`src/rtl/spi_sd_responder.sv`:
```
// SPI-mode microSD card responder: decodes 48-bit command frames, returns R1 or R1+32 responses.
// Optional build macro SPI_SDRSP_CRC_EN adds CRC7 checking with an automatic 0x08 reply on mismatch.
module spi_sd_responder #(
  parameter int NCR_MAX_BYTES = 8
) (
  input  logic        spi_clk_i,
  input  logic        spi_rst_i,
  input  logic        SCK_SPI,
  input  logic        SS,
  input  logic        MOSI,
  output logic        MISO,
  output logic        spi_misooe_o,
  output logic [5:0]  spi_cmd_o,
  output logic [31:0] spi_arg_o,
  output logic        spi_cmdvalid_o,
  output logic        spi_rspready_o,
  input  logic        spi_rspvalid_i,
  input  logic [7:0]  spi_r1_i,
  input  logic [31:0] spi_rspdata_i,
  input  logic        spi_rsplong_i,
  output logic        spi_ncrtimeout_o,
  output logic        spi_frameerr_o
);

  localparam logic [2:0] ST_IDLE = 3'd0;
  localparam logic [2:0] ST_HUNT = 3'd1;
  localparam logic [2:0] ST_RECV = 3'd2;
  localparam logic [2:0] ST_WAIT = 3'd3;
  localparam logic [2:0] ST_SEND = 3'd4;
  localparam logic [3:0] NCR_LIM = 4'(NCR_MAX_BYTES);

  logic [2:0]  sck_sync_q;
  logic [1:0]  ss_sync_q, mosi_sync_q;
  logic        sck_rise_s, sck_fall_s, ss_s, mosi_s, hs_s, crc_ok_s;
  logic [2:0]  state_q, state_d;
  logic [5:0]  bitcnt_q, bitcnt_d;
  logic [3:0]  bytes_q, bytes_d;
  logic [45:0] frame_q, frame_d;
  logic [39:0] shreg_q, shreg_d;
  logic        long_q, long_d, loaded_q, loaded_d;
  logic        miso_q, miso_d, oe_q;
  logic        cmdvalid_q, cmdvalid_d, frameerr_q, frameerr_d;
  logic        rspready_q, rspready_d, ncrto_q, ncrto_d;
  logic [5:0]  cmd_q, cmd_d;
  logic [31:0] arg_q, arg_d;

`ifdef SPI_SDRSP_CRC_EN
  logic [6:0] crc_q, crc_d;

  function automatic logic [6:0] crc7_step(input logic [6:0] crc, input logic din);
    logic fb;
    fb = crc[6] ^ din;
    crc7_step = {crc[5:0], 1'b0} ^ (fb ? 7'h09 : 7'h00);
  endfunction

  assign crc_ok_s = (crc_q == frame_q[6:0]);
`else
  assign crc_ok_s = 1'b1;
`endif

  assign sck_rise_s = sck_sync_q[1] & ~sck_sync_q[2];
  assign sck_fall_s = ~sck_sync_q[1] & sck_sync_q[2];
  assign ss_s       = ss_sync_q[1];
  assign mosi_s     = mosi_sync_q[1];
  assign hs_s       = rspready_q & spi_rspvalid_i;

  // Next-state logic for the frame receiver, Ncr wait and response shifter.
  always_comb begin
    state_d    = state_q;
    bitcnt_d   = bitcnt_q;
    bytes_d    = bytes_q;
    frame_d    = frame_q;
    shreg_d    = shreg_q;
    long_d     = long_q;
    loaded_d   = loaded_q;
    miso_d     = miso_q;
    cmdvalid_d = 1'b0;
    frameerr_d = 1'b0;
    ncrto_d    = ncrto_q;
    cmd_d      = cmd_q;
    arg_d      = arg_q;
`ifdef SPI_SDRSP_CRC_EN
    crc_d      = crc_q;
`endif
    if (ss_s) begin
      state_d  = ST_IDLE;
      miso_d   = 1'b1;
      loaded_d = 1'b0;
    end else begin
      case (state_q)
        ST_IDLE: begin
          state_d = ST_HUNT;
          miso_d  = 1'b1;
        end
        ST_HUNT: begin
          if (sck_rise_s && !mosi_s) begin
            state_d  = ST_RECV;
            bitcnt_d = 6'd0;
`ifdef SPI_SDRSP_CRC_EN
            crc_d    = 7'd0;
`endif
          end else begin
            state_d = ST_HUNT;
          end
        end
        ST_RECV: begin
          if (sck_rise_s) begin
            frame_d = {frame_q[44:0], mosi_s};
`ifdef SPI_SDRSP_CRC_EN
            if (bitcnt_q < 6'd39) crc_d = crc7_step(crc_q, mosi_s);
            else crc_d = crc_q;
`endif
            if (bitcnt_q == 6'd46) begin
              bitcnt_d = 6'd0;
              bytes_d  = 4'd0;
              // frame_q holds bits 46..1 here; the end bit is the live sample
              if (!frame_q[45] || !mosi_s) begin
                frameerr_d = 1'b1;
                state_d    = ST_HUNT;
              end else if (crc_ok_s) begin
                cmd_d      = frame_q[44:39];
                arg_d      = frame_q[38:7];
                cmdvalid_d = 1'b1;
                loaded_d   = 1'b0;
                state_d    = ST_WAIT;
              end else begin
                shreg_d  = {8'h08, 32'hFFFF_FFFF};
                long_d   = 1'b0;
                loaded_d = 1'b1;
                state_d  = ST_WAIT;
              end
            end else begin
              bitcnt_d = bitcnt_q + 6'd1;
            end
          end else begin
            frame_d = frame_q;
          end
        end
        ST_WAIT: begin
          miso_d = 1'b1;
          if (hs_s) begin
            shreg_d  = spi_rsplong_i ? {spi_r1_i, spi_rspdata_i} : {spi_r1_i, 32'hFFFF_FFFF};
            long_d   = spi_rsplong_i;
            loaded_d = 1'b1;
          end else begin
            shreg_d = shreg_q;
          end
          if (sck_rise_s) begin
            if (bitcnt_q[2:0] == 3'd7) begin
              bitcnt_d = 6'd0;
              // a handshake arriving on the boundary itself still beats the timeout
              if (loaded_q || hs_s) begin
                state_d  = ST_SEND;
                bitcnt_d = long_d ? 6'd40 : 6'd8;
              end else if ((bytes_q + 4'd1) == NCR_LIM) begin
                ncrto_d = 1'b1;
                state_d = ST_HUNT;
              end else begin
                bytes_d = bytes_q + 4'd1;
              end
            end else begin
              bitcnt_d = bitcnt_q + 6'd1;
            end
          end else begin
            bitcnt_d = bitcnt_q;
          end
        end
        ST_SEND: begin
          if (sck_fall_s) begin
            miso_d  = shreg_q[39];
            shreg_d = {shreg_q[38:0], 1'b1};
          end else if (sck_rise_s) begin
            if (bitcnt_q == 6'd1) begin
              state_d  = ST_HUNT;
              miso_d   = 1'b1;
              bitcnt_d = 6'd0;
              loaded_d = 1'b0;
            end else begin
              bitcnt_d = bitcnt_q - 6'd1;
            end
          end else begin
            shreg_d = shreg_q;
          end
        end
        default: begin
          state_d = ST_IDLE;
          miso_d  = 1'b1;
        end
      endcase
    end
    rspready_d = (state_q == ST_WAIT) && (state_d == ST_WAIT) && !loaded_d;
  end

  // Pin synchronisers and all state/output registers.
  always_ff @(posedge spi_clk_i) begin
    if (spi_rst_i) begin
      sck_sync_q  <= 3'b000;
      ss_sync_q   <= 2'b11;
      mosi_sync_q <= 2'b11;
      state_q     <= ST_IDLE;
      bitcnt_q    <= 6'd0;
      bytes_q     <= 4'd0;
      frame_q     <= 46'd0;
      shreg_q     <= 40'hFF_FFFF_FFFF;
      long_q      <= 1'b0;
      loaded_q    <= 1'b0;
      miso_q      <= 1'b1;
      oe_q        <= 1'b0;
      cmdvalid_q  <= 1'b0;
      frameerr_q  <= 1'b0;
      rspready_q  <= 1'b0;
      ncrto_q     <= 1'b0;
      cmd_q       <= 6'd0;
      arg_q       <= 32'd0;
`ifdef SPI_SDRSP_CRC_EN
      crc_q       <= 7'd0;
`endif
    end else begin
      sck_sync_q  <= {sck_sync_q[1:0], SCK_SPI};
      ss_sync_q   <= {ss_sync_q[0], SS};
      mosi_sync_q <= {mosi_sync_q[0], MOSI};
      state_q     <= state_d;
      bitcnt_q    <= bitcnt_d;
      bytes_q     <= bytes_d;
      frame_q     <= frame_d;
      shreg_q     <= shreg_d;
      long_q      <= long_d;
      loaded_q    <= loaded_d;
      miso_q      <= miso_d;
      oe_q        <= ~ss_s;
      cmdvalid_q  <= cmdvalid_d;
      frameerr_q  <= frameerr_d;
      rspready_q  <= rspready_d;
      ncrto_q     <= ncrto_d;
      cmd_q       <= cmd_d;
      arg_q       <= arg_d;
`ifdef SPI_SDRSP_CRC_EN
      crc_q       <= crc_d;
`endif
    end
  end

  assign MISO             = miso_q;
  assign spi_misooe_o     = oe_q;
  assign spi_cmd_o        = cmd_q;
  assign spi_arg_o        = arg_q;
  assign spi_cmdvalid_o   = cmdvalid_q;
  assign spi_rspready_o   = rspready_q;
  assign spi_ncrtimeout_o = ncrto_q;
  assign spi_frameerr_o   = frameerr_q;

endmodule

```
`config.mk`:
```
export PLATFORM = sky130hd
export DESIGN_NAME = spi_sd_responder
export DESIGN_NICKNAME = d
export VERILOG_FILES = /design/src/rtl/spi_sd_responder.sv
export SDC_FILE = /design/constraint.sdc
export NUM_CORES = 1
export LEC_CHECK = 0
export CORE_UTILIZATION = 58
export DETAILED_ROUTE_END_ITERATION = 6
export PLACE_DENSITY = 0.83
export SYNTH_ARGS = -nofsm -noshare
export SYNTH_HDL_FRONTEND = slang
export SYNTH_SLANG_ARGS = --single-unit
```
`constraint.sdc`:
```
create_clock -name spi_clk_i -period 4.5 [get_ports spi_clk_i]
set_clock_uncertainty 0.15 [all_clocks]
set_input_delay 0.9 -clock spi_clk_i [delete_from_list [all_inputs] [get_ports spi_clk_i]]
set_output_delay 0.9 -clock spi_clk_i [all_outputs]
set_load 0.005 [all_outputs]
```
Word level (Yosys, flattened, before mapping)
Index checks and enable logic that the tools add are counted.
Widths: inputs -> output; s select.
{"block": "classes", "addsub": 3, "eq_ne": 22, "n_mux": 53, "bitwise_logic": 12, "reduce_logical": 23}
{"op": "$mux 40", "count": 2}
{"op": "$pmux 40 s2", "count": 1}
{"op": "$mux 6", "count": 10}
{"op": "$mux 32", "count": 1}
{"op": "$mux 3", "count": 10}
{"op": "$mux 4", "count": 6}
{"op": "$pmux 6 s4", "count": 1}
{"op": "$ne 2x2->1 const B", "count": 11}
{"op": "$mux 1", "count": 16}
{"op": "$pmux 3 s5", "count": 1}
{"op": "$eq 3x2->1 const B", "count": 3}
{"op": "$not 1->1", "count": 9}
{"op": "$pmux 4 s2", "count": 1}
{"op": "$reduce_and 8->1", "count": 1}
{"op": "$reduce_and 7->1", "count": 1}
{"op": "$add 6x1->6 const B", "count": 1}
{"op": "$eq 3x3->1 const B", "count": 2}
{"op": "$eq 6x1->1 const B", "count": 1}
{"op": "$eq 6x6->1 const B", "count": 1}
{"op": "$ne 3x3->1 const B", "count": 2}
{"op": "$reduce_and 3->1", "count": 2}
{"op": "$reduce_and 6->1", "count": 1}
{"op": "$sub 6x1->6 const B", "count": 1}
{"op": "$reduce_and 5->1", "count": 1}
{"op": "17 further kinds", "count": 27}
{"block": "word_totals", "register_bits": 152, "in_bits": 47, "out_inout_bits": 44, "word_cells": 131}

Depth between registers and ports, before layout
{"block": "depth", "depth_word": 11, "depth_mapped": 10, "ltp_nobuf": 7}

Least setup slack after synthesis
OpenSTA, ideal clock, no wires.
{"block": "synth_path", "kind": "input -> register", "start": "input port spi_rspvalid_i", "end": "register shreg_q[10]", "setup_ps": 120, "arrival_ps": 1935, "t_required_ps": 4230, "slack_ps": 2296, "stages": 6, "path_buffers": 2, "path_cell_list": "nand3_1 -> a21o_1 -> clkbuf_1 -> clkbuf_1 -> nor3_1 -> a211o_1"}
{"block": "synth_between", "elab_chain_len": 3}
{"element": "start: declaration", "line_no": "17", "rtl": "input logic spi_rspvalid_i,"}
{"element": "$and 1x1->1", "line_no": "65", "rtl": "assign hs_s = rspready_q & spi_rspvalid_i;"}
{"element": "$ne 2x2->1 (no source line)"}
{"element": "$reduce_and 4->1 (no source line)"}
{"element": "end signal: assignment", "line_no": "226", "rtl": "shreg_q <= shreg_d;"}
{"element": "end: declaration", "line_no": "39", "rtl": "logic [39:0] shreg_q, shreg_d;"}
Every way passes these cells.
A chain may end at the register's enable or synchronous reset.

Final worst setup path
{"block": "layout_path", "start": "register state_q[0]", "end": "register shreg_q[4]"}
{"block": "layout_between", "elab_chain_len": 3, "elab_cells_between_ends": 7, "cone_classes": "eq/ne: 4; mux: 1; reduce/logical: 2"}
{"element": "start: declaration", "line_no": "35", "rtl": "logic [2:0] state_q, state_d;"}
{"element": "start signal: assignment", "line_no": "222", "rtl": "state_q <= state_d;"}
{"element": "$eq 3x2->1 or $eq 3x3->1 (tied branches)", "line_no": "90", "rtl": "case (state_q)"}
{"element": "$ne 2x2->1 (no source line) or $reduce_bool 2->1 (tied branches)"}
{"element": "$reduce_and 4->1 (no source line)"}
Several ways; a longest one is shown, not always the timed one.

==> run_results.csv <==
group,metric,value,unit
logic_synthesis,ys_ff_latch,152,
clock_network,cts.reportedPaths.clkPinSlew,0.06,ns
critical_path,cp_max_fo,54,
final_layout,drive_above_1_share,6.24,%
power,power_density,357,nW/um^2
critical_path,arrival,3.25,ns
placement,gp_congestion,0.877,
die,core-area,10500,sq um
clock_network,cts_buffer_depth,2,
timing,max_freq,334,MHz
timing,slew_viol_final,0,
clock_network,post_cts_buffers,0,
clock_network,ctsHtreeMaxLevel,4,
worst_hold_path,whs_path_depth,1,
clock_network,cts_tree,"done",
timing,grt_setup_unrepaired,"false",
clock_network,cts_buffers,17,
die,die_height,107,um
logic_synthesis,yosysUniqueCellTypes,53,
final_layout,final_cell_mix,"nand2_1 (205), dfxtp_1 (152), a21oi_1 (106)",
drt,drt-total-wl,14400,um
critical_path,cp.required,4.76,ns
timing,post-route-period-util,66.5,%
drt,via_per_inst,5.69,
logic_synthesis,avgSynthCellArea,8.00,sq um
clock_network,cts-resized-gates,0,
flow_run,maxCapViolCount,0,
die,ios,91,
final_layout,layout.nets,908,
status,run_status,"completed",
timing,finalSetupViolations,0,
logic_synthesis,synth_edf_count,0,
grt,grt_first_pass_wirelength,23800,um
logic_synthesis,synth_top_area_share,47.8,%
logic_synthesis,syn-cell-area,6370,sq um
die,die_area,11400,sq um
logic_synthesis,synth_nets,851,
power,p_leak,2.59,nW
grt,track_usage,25.9,%
logic_synthesis,synth_flop_cell,"dfxtp_1",
timing,fin_setup_tns,0,ns
placement,dp_hpwl,9080,um
placement,dp_slack,1.22,ns
final_layout,final_common_cell,"nand2_1",
timing,fin_ws,1.51,ns
critical_path,crit_type,"register to register",
drt,wl_per_cell,14.4,um
drt,via_count,5696,
power,finalPower,2.80,mW
drt,drc,0,
grt,grt_pass1_vias,5307,
timing,holdWs,0.263,ns
final_layout,syn_to_final_growth,23.2,%
die,die_x,107,um
timing,tightest_slew,0.903,ns
drt,first_pass_iters,6,
clock_network,clk_latency,0.53,ns
critical_path,worstSetupStartpointType,"register",
timing,maxSlewHeadroom,39.6,%
grt,grt_max_degree,73,
drt,dr.first_iter.drc_count,381,
logic_synthesis,synth_top_cell_by_area,"dfxtp_1",
placement,port_buffers,90,
timing,min_period,2.99,ns
final_layout,diodes,0,
logic_synthesis,seq_area_frac_synth,47.8,%
worst_hold_path,holdCritPathClass,"register to register",
die,rows,37,
clock_network,clock_sinks,152,
die,initial_core_util,60.6,%
grt,antenna_found_initial,0,
drt,ant_nets,0,
logic_synthesis,synthArstFlopShare,0,%
power,ir_drop,0.325,mV
logic_synthesis,netlist_top_cells_area,"dfxtp_1 (48%), nand2_1 (12%), a21oi_1 (8.3%)",
clock_network,cts_hold_buf,0,
clock_network,cts_root_buffer,"clkbuf_8",
timing,finalHoldViolCount,0,
logic_synthesis,ys_warn_count,0,
grt,gr-total-overflow,0,
logic_synthesis,synthCells,796,
critical_path,reg2reg_depth,7,
critical_path,crit_path_end_kind,"register",
per-layer routing:
layer | wire length, um | track usage [%] | share of wire (%) | up-vias
met2 | 7070 | 43.7 | 49 | 156
met1 | 6480 | 32.5 | 45 | 2676
li1 | - | - | - | 2841
met3 | 648 | 5.59 | 4.5 | 23
met4 | 163 | 9.30 | 1.1 | 0
met5 | 0 | 0 | 0 | -
cells by family after synthesis:
kind of cell | Yosys count | synth area share [%]
XOR/XNOR | 2 | 0.275
AND/OR/NAND/NOR | 380 | 27.7
adder cells (fa/ha/maj) | 8 | 1.57
multiplexers | 2 | 0.314
flip-flops | 152 | 47.8
AO/OA/AOI/OAI | 182 | 18.0
buffers and inverters | 70 | 4.40
cell usage after synthesis (4+ instances only):
library cell / instances
nand2_1: 205
dfxtp_1: 152
a21oi_1: 106
nor2_1: 53
clkbuf_1: 52
a211o_1: 40
nor3_1: 39
nor3b_1: 33
o21ai_0: 10
inv_1: 9
buf_2: 8
ha_1: 8
nor2b_1: 7
or2_2: 6
nand2b_1: 5
nand3_1: 5
nor4b_1: 4
o211ai_1: 4
registers in the layout, indices dropped and copies added, names as in the netlist, 2 cells and up:
| name | flops |
|---|---|
| state_q | 3 |
| sck_sync_q | 3 |
| mosi_sync_q | 2 |
| spi_cmd_o | 6 |
| shreg_q | 40 |
| bytes_q | 4 |
| ss_sync_q | 2 |
| spi_arg_o | 32 |
| bitcnt_q | 6 |
| frame_q | 46 |
cell type report:
type / instances / area [sq um]
inverter: 9 / 33.8
clock buffer: 20 / 445
sequential: 152 / 3040
tap: 136 / 170
timing repair buffer: 99 / 966
fill: 762 / 2660
clock inverter: 11 / 123
multi-input combinational: 574 / 3070
stage by stage:
| step | std cells | area, sq um | utilization, % |
|---|---|---|---|
| after global routing | 1001 | 7850 | 74.7 |
| after floorplan | 796 | 6370 | - |
| after detailed placement | 970 | 7280 | 69.3 |
| after global placement | 970 | 7280 | 69.3 |
| after CTS | 1001 | 7850 | 74.7 |
| final | 1001 | 7850 | 74.7 |
critical path, stage by stage (launching register included):
cell and delay (ns):
dfxtp_1 0.64, nor3b_4 0.08, buf_4 0.29, nand2_1 0.15, a21o_2 0.74, buf_4 0.41
nor3_1 0.11, a211o_1 0.28
report_power, final:
group / switching [mW] / internal [mW] / total (mW) / leakage (nW)
registers: 0.00312 / 1.35 / 1.35 / 1.23
clock network: 0.547 / 0.815 / 1.36 / 0.270
logic: 0.0402 / 0.0505 / 0.0908 / 1.09
total: 0.590 / 2.21 / 2.80 / 2.59
worst paths after layout:
| check | slack (ns) | to | from |
|---|---|---|---|
| worst max-delay path | 1.51 | shreg_q[4]$_SDFFE_PP1P_ | state_q[0]$_SDFF_PP0_ |
| worst min-delay path | 0.26 | ss_sync_q[1]$_SDFF_PP1_ | ss_sync_q[0]$_SDFF_PP1_ |
| worst max register to register | 1.51 | shreg_q[4]$_SDFFE_PP1P_ | state_q[0]$_SDFF_PP0_ |
| worst min register to register | 0.26 | ss_sync_q[1]$_SDFF_PP1_ | ss_sync_q[0]$_SDFF_PP1_ |
(Power assumes the default switching activity.)
